`config.mk`:
```
export PLATFORM = sky130hd
export DESIGN_NAME = alu_io_bridge
export DESIGN_NICKNAME = d
export VERILOG_FILES = /design/src/rtl/alu_io_bridge.sv
export SDC_FILE = /design/constraint.sdc
export NUM_CORES = 1
export LEC_CHECK = 0
export CAP_MARGIN = 20
export CORE_MARGIN = 4
export CORE_UTILIZATION = 43
export CTS_CLUSTER_DIAMETER = 60
export DETAILED_ROUTE_END_ITERATION = 6
export PLACE_DENSITY_LB_ADDON = 0.1
export SYNTH_ARGS = -nofsm -noshare
export SYNTH_HDL_FRONTEND = slang
export SYNTH_SLANG_ARGS = --single-unit
```
`constraint.sdc`:
```
create_clock -name CLK -period 2.3 [get_ports CLK]
set_clock_uncertainty 0.2 [all_clocks]
set_input_delay 0.345 -clock CLK [delete_from_list [all_inputs] [get_ports CLK]]
set_output_delay 0.345 -clock CLK [all_outputs]
set_load 0.02 [all_outputs]
```
`src/rtl/alu_io_bridge.sv`:
```
// ---------------------------------------------------------------------------
// alu_io_bridge
//
// Purpose:
//   Bridges the CPU IO register file to the shared ALU. A rising edge on
//   the STA bit of the CPU control word starts one transaction. The bridge
//   latches the operands and the operation, holds the ALU start level, and
//   waits for completion with a timeout. It then captures the results and
//   reports sticky completion/error flags that firmware polls.
//
// Ports:
//   CLK, RST_N         clock (rising edge), asynchronous active-low reset
//   io_control         CPU control word: [1:0] mode, [4:2] alu_type, [5] STA
//   io_dataoutA/B      CPU operands; only the low MAX_SQRT_WIDTH bits are used
//   io_status          {0.., timeout, type_err, busy, done}
//   io_datainA/B       zero-extended captured FOUT / POUT
//   X_IN, Y_IN         latched operands to the ALU
//   alu_type           latched one-hot operation (100 mul, 010 div, 001 sqrt/pow)
//   mode_type          latched mode
//   alu_start          ALU start level, high in LAUNCH and WAIT
//   FOUT, POUT         ALU results
//   alu_is_done        ALU completion
// ---------------------------------------------------------------------------
module alu_io_bridge #(
    parameter int GENERAL_REG_WIDTH = 16,
    parameter int MAX_SQRT_WIDTH    = 13,
    parameter int TIMEOUT_CYCLES    = 255
) (
    input  logic                         CLK,
    input  logic                         RST_N,
    input  logic [GENERAL_REG_WIDTH-1:0] io_control,
    input  logic [GENERAL_REG_WIDTH-1:0] io_dataoutA,
    input  logic [GENERAL_REG_WIDTH-1:0] io_dataoutB,
    output logic [GENERAL_REG_WIDTH-1:0] io_status,
    output logic [GENERAL_REG_WIDTH-1:0] io_datainA,
    output logic [GENERAL_REG_WIDTH-1:0] io_datainB,
    output logic [MAX_SQRT_WIDTH-1:0]    X_IN,
    output logic [MAX_SQRT_WIDTH-1:0]    Y_IN,
    output logic [2:0]                   alu_type,
    output logic [1:0]                   mode_type,
    output logic                         alu_start,
    input  logic [MAX_SQRT_WIDTH-1:0]    FOUT,
    input  logic [MAX_SQRT_WIDTH-1:0]    POUT,
    input  logic                         alu_is_done
);

    typedef enum logic [2:0] {
        IDLE   = 3'd0,
        LAUNCH = 3'd1,
        WAIT   = 3'd2,
        DONE   = 3'd3,
        ERR    = 3'd4
    } state_t;

    state_t                    state_q, state_d;
    logic                      sta_q, sta_d;
    logic [15:0]               cnt_q, cnt_d;
    logic                      done_q, done_d;
    logic                      type_err_q, type_err_d;
    logic                      timeout_q, timeout_d;
    logic [MAX_SQRT_WIDTH-1:0] x_in_q, x_in_d;
    logic [MAX_SQRT_WIDTH-1:0] y_in_q, y_in_d;
    logic [MAX_SQRT_WIDTH-1:0] fout_q, fout_d;
    logic [MAX_SQRT_WIDTH-1:0] pout_q, pout_d;
    logic [2:0]                alu_type_q, alu_type_d;
    logic [1:0]                mode_q, mode_d;

    logic sta;
    logic sta_rise;
    logic busy;

    // Upper control/operand bits carry nothing for this block.
    logic unused_bits;
    assign unused_bits = ^{io_control[GENERAL_REG_WIDTH-1:6],
                           io_dataoutA[GENERAL_REG_WIDTH-1:MAX_SQRT_WIDTH],
                           io_dataoutB[GENERAL_REG_WIDTH-1:MAX_SQRT_WIDTH]};

    function automatic logic is_onehot3(input logic [2:0] v);
        return (v == 3'b100) || (v == 3'b010) || (v == 3'b001);
    endfunction

    assign sta      = io_control[5];
    assign sta_rise = sta & ~sta_q;

    always_comb begin
        state_d    = state_q;
        sta_d      = sta;
        cnt_d      = cnt_q;
        done_d     = done_q;
        type_err_d = type_err_q;
        timeout_d  = timeout_q;
        x_in_d     = x_in_q;
        y_in_d     = y_in_q;
        fout_d     = fout_q;
        pout_d     = pout_q;
        alu_type_d = alu_type_q;
        mode_d     = mode_q;

        case (state_q)
            IDLE: begin
                if (sta_rise) begin
                    x_in_d     = io_dataoutA[MAX_SQRT_WIDTH-1:0];
                    y_in_d     = io_dataoutB[MAX_SQRT_WIDTH-1:0];
                    alu_type_d = io_control[4:2];
                    mode_d     = io_control[1:0];
                    done_d     = 1'b0;
                    timeout_d  = 1'b0;
                    if (is_onehot3(io_control[4:2])) begin
                        type_err_d = 1'b0;
                        state_d    = LAUNCH;
                    end else begin
                        type_err_d = 1'b1;
                        state_d    = ERR;
                    end
                end
            end
            LAUNCH: begin
                cnt_d   = 16'(TIMEOUT_CYCLES);
                state_d = WAIT;
            end
            WAIT: begin
                if (cnt_q != 16'd0) begin
                    cnt_d = cnt_q - 16'd1;
                end
                // Completion beats both abort and timeout expiry in the same cycle.
                if (alu_is_done) begin
                    fout_d  = FOUT;
                    pout_d  = POUT;
                    done_d  = 1'b1;
                    state_d = DONE;
                end else if (!sta) begin
                    state_d = IDLE;
                end else if (cnt_q <= 16'd1) begin
                    timeout_d = 1'b1;
                    state_d   = ERR;
                end
            end
            DONE, ERR: begin
                if (!sta) begin
                    state_d = IDLE;
                end
            end
            default: state_d = IDLE;
        endcase
    end

    always_ff @(posedge CLK or negedge RST_N) begin
        if (!RST_N) begin
            state_q    <= IDLE;
            sta_q      <= 1'b0;
            cnt_q      <= '0;
            done_q     <= 1'b0;
            type_err_q <= 1'b0;
            timeout_q  <= 1'b0;
            x_in_q     <= '0;
            y_in_q     <= '0;
            fout_q     <= '0;
            pout_q     <= '0;
            alu_type_q <= '0;
            mode_q     <= '0;
        end else begin
            state_q    <= state_d;
            sta_q      <= sta_d;
            cnt_q      <= cnt_d;
            done_q     <= done_d;
            type_err_q <= type_err_d;
            timeout_q  <= timeout_d;
            x_in_q     <= x_in_d;
            y_in_q     <= y_in_d;
            fout_q     <= fout_d;
            pout_q     <= pout_d;
            alu_type_q <= alu_type_d;
            mode_q     <= mode_d;
        end
    end

    assign busy       = (state_q == LAUNCH) || (state_q == WAIT);
    assign alu_start  = busy;
    assign io_status  = {{(GENERAL_REG_WIDTH-4){1'b0}}, timeout_q, type_err_q, busy, done_q};
    assign io_datainA = {{(GENERAL_REG_WIDTH-MAX_SQRT_WIDTH){1'b0}}, fout_q};
    assign io_datainB = {{(GENERAL_REG_WIDTH-MAX_SQRT_WIDTH){1'b0}}, pout_q};
    assign X_IN       = x_in_q;
    assign Y_IN       = y_in_q;
    assign alu_type   = alu_type_q;
    assign mode_type  = mode_q;

endmodule
```
==> impl_summary.txt <==
----------------------------------------------------
[Outcome]
  Outcome ... complete, no violations

[Power]
  Power density cells ... around 1300 mW/mm^2
  Leakage component of the power ... 2.17 nW
  Largest vdd supply drop ... 0.724 mV

[Logic synthesis]
  Flip-flop and latch count after synthesis ... 80
  Count of cell types in the netlist ... 44
  Most instantiated flip-flop cell in the synthesis netlist ... dfrtp_1
  Main area contributors after synthesis ... dfrtp_1, mux2_2, buf_4
  Share of the synthesized area in the top cell type ... 0.542
  Total of warnings raised by yosys ... 0
  Number of synthesized flops with an enable pin ... 0
  Share of the yosys chip area belonging to registers ... 0.542
  Synthesized netlist cell count ... 292
  Post-Syn Area per Cell ... about 13 sq um
  Synth async-reset ratio ... 1.00
  Post-synthesis cell area ... about 0.0037 sq mm
  Cell taking the most area after synthesis ... dfrtp_1

[Job]
  MaxCap Viol Count ... 0

[Global routing]
  Total Routing Usage GR ... 0.174
  Grt ovf ... 0
  Maximum number of pins on one net before global-route repair ... 37
  Via count of the first global-routing pass ... 2776
  First-pass GRT wire length ... about 14000 um
  Initial antenna violation count ... 0

[Detailed routing]
  Iter 0 DRT Violations ... 98
  Vias per cell ... between 5 and 6
  Post-route DRC ... 0
  Vias after detailed routing ... around 2700
  Average wire length per cell after detail routing ... 16.2 um
  Remaining antenna violation count after routing ... 0
  Total wirelength of the detailed-routed design ... approximately 8600 um
  Drt pass-1 iters ... 4

[Worst setup path]
  CP arrival ... approximately 2.3 ns
  Critical path class ... register to register
  CP max FO ... 14
  Critical Path Max Stage Delay ... 0.62 ns
  Required time at the worst-slack endpoint ... approximately 2.4 ns
  Worst path top cell family by delay ... simple AND/OR/NAND/NOR gates
  Slowest stage cell on the critical path ... or4_2
  Number of buffers and inverters on the critical path ... 1
  Cells along the critical path ... inv_1 -> ha_1 -> nor3b_1 -> and4_2 -> or4_2 -> nand3_1
  Crit start category ... register
  Worst Setup End Kind ... register

[Timing]
  Setup repair after global routing missed its margin ... no
  Summed negative setup slack over all endpoints ... 0 ns
  F_max ... between 400 and 500 MHz
  Final hold slack ... 0.238 ns
  Period utilisation layout ... 0.946
  Minimum period implied by the final worst setup slack ... approximately 2.2 ns
  Final count of negative-setup-slack endpoints ... 0
  Fin. max-slew vios ... 0
  Final Hold Vio Count ... 0

[Placement]
  Global placer's final weighted congestion ... between 0.8 and 0.9
  DP HPWL ... roughly 6400 um
  Port Buffers ... roughly 120
  Placed instance count ... roughly 510

[Clocking]
  Buffers inserted by post-CTS timing repair ... 0
  Worst-path clk slew ... 0.09 ns
  Clock tree from TritonCTS ... built
  Clk_lat worst skew ... between 0.3 and 0.4 ns
  Inserted Clock Buffers ... 9
  Number of clock sinks seen by CTS ... 80
  Maximum number of buffers from clock root to sink ... 2
  CTS H-tree lvls ... 3
  Clk root buf ... clkbuf_8

[Cells and area]
  Post-layout net count ... 500
  Final std cells w/o fill ... 529
  Antenna diode count ... 0
  Area growth from synthesis to final layout ... 41.0%
  Highest-count cells in the layout ignoring fill and taps ... clkdlybuf4s50_1, dfrtp_1, mux2_2, conb_1, nand2_1
  Final Util ... 0.628
  Proportion of layout cells with a drive suffix above 1 ... 0.219
  Most common library cell in the layout ignoring fill and taps ... clkdlybuf4s50_1

[Floorplanning]
  Number of I/O pins ... 157
  Starting Density ... 0.445
  Die boundary width ... ~100 um
  Die ar. ... 0.0101 sq mm
  Num rows ... 33
  Die boundary height ... ~100 um
  Core Box Area ... approximately 0.0083 sq mm

[Hold path]
  Class of the tightest hold or removal check ... input port to async pin

----------------------------------------------------
-- final timing paths --
path                                       startpoint  slack, ns  depth (start not counted)               endpoint
worst max-delay path             cnt_q[0]$_DFFE_PN0P_       0.12                          6   cnt_q[5]$_DFFE_PN0P_
worst min-delay path                            RST_N       0.24                          2   X_IN[10]$_DFFE_PN0P_
worst max register to register   cnt_q[0]$_DFFE_PN0P_       0.12                          6   cnt_q[5]$_DFFE_PN0P_
worst min register to register  fout_q[2]$_DFFE_PN0P_       0.31                          1  fout_q[2]$_DFFE_PN0P_
max in group asynchronous                       RST_N       1.05                          3  pout_q[9]$_DFFE_PN0P_
min in group CLK                fout_q[2]$_DFFE_PN0P_       0.31                          1  fout_q[2]$_DFFE_PN0P_
-- logic make-up (layout without fill, tap and decap cells) --
logic type | count (synthesis) | count (layout) | share of synthesized area
and+or+nand+nor | 76 | 76 | 0.126
xor gates and xnor gates | 2 | 2 | 0.00474
muxes | 67 | 67 | 0.201
DFF | 80 | 80 | 0.542
adders and majority gates | 3 | 3 | 0.0102
AOI/OAI and AO/OA | 23 | 23 | 0.0430
other | 1 | 18 | 0.00101
buffers and inverters | 40 | 155 | 0.0718
-- what timing repair did --
action,4_1_cts,5_1_grt
gates cloned,0,0
gates resized for setup,2,1
endpoints found under the hold margin,24,0
setup endpoints to repair,2,3
hold buffers,1,0
-- per-layer routing --
metal,vias up,track usage,share of wire
met5,-,0,0
li1,1269,-,-
met3,10,0.0782,0.099
met4,0,0.0580,0.014
met1,1359,0.204,0.40
met2,86,0.283,0.49
-- power by group --
group	leakage (nW)	switching, mW	internal (mW)	total, mW
sequential	0.950	0.344	2.00	2.34
clock	0.103	0.519	0.608	1.13
combinational	1.11	1.64	1.75	3.39
-- cell type report --
class	count	area [sq um]
Inverter	6	22.5
Sequential cell	80	2000
Multi-Input combinational cell	189	1500
Clock buffer	10	128
Timing Repair Buffer	134	1350
Clock inverter	5	81.3
Fill cell	670	3090
Tap cell	105	131
-- registers in the layout, indices dropped and copies added, names as in the netlist --
signal and cells:
Y_IN 13, cnt_q 16, type_err_q 1, X_IN 13, mode_type 2, alu_type 3
pout_q 13, done_q 1, sta_q 1, state_q 3, fout_q 13, timeout_q 1
-- Yosys cell counts (2+ instances only) --
| library cell | number |
|---|---|
| a211oi_1 | 2 |
| a21oi_1 | 6 |
| a31oi_1 | 2 |
| and2_1 | 2 |
| and3_1 | 2 |
| buf_2 | 5 |
| buf_4 | 27 |
| dfrtp_1 | 80 |
| ha_1 | 3 |
| inv_1 | 6 |
| mux2_2 | 58 |
| mux2i_1 | 9 |
| nand2_1 | 12 |
| nand2b_1 | 5 |
| nand3_1 | 7 |
| nand4_1 | 4 |
| nor2_1 | 11 |
| nor2b_1 | 3 |
| nor3_1 | 4 |
| nor3_2 | 2 |
| nor3b_1 | 3 |
| nor4_1 | 4 |
| nor4b_1 | 3 |
| o21ai_0 | 2 |
| o31ai_1 | 5 |
| or2_2 | 2 |
| or4_1 | 6 |
-- metrics by stage --
| stage | worst slack, ns | total power [mW] | area [sq um] |
|---|---|---|---|
| 6_report | 0.123 | 6.86 | 5210 |
| 5_1_grt | 0.0153 | 7.26 | 5210 |
| 3_3_place_gp | 0.127 | 5.75 | 4990 |
| 3_5_place_dp | 0.0920 | 5.83 | 4990 |
| 4_1_cts | 0.0723 | 6.96 | 5210 |
| 2_1_floorplan | 0.286 | 4.25 | 3760 |
Power figures use the tool's default switching activity.
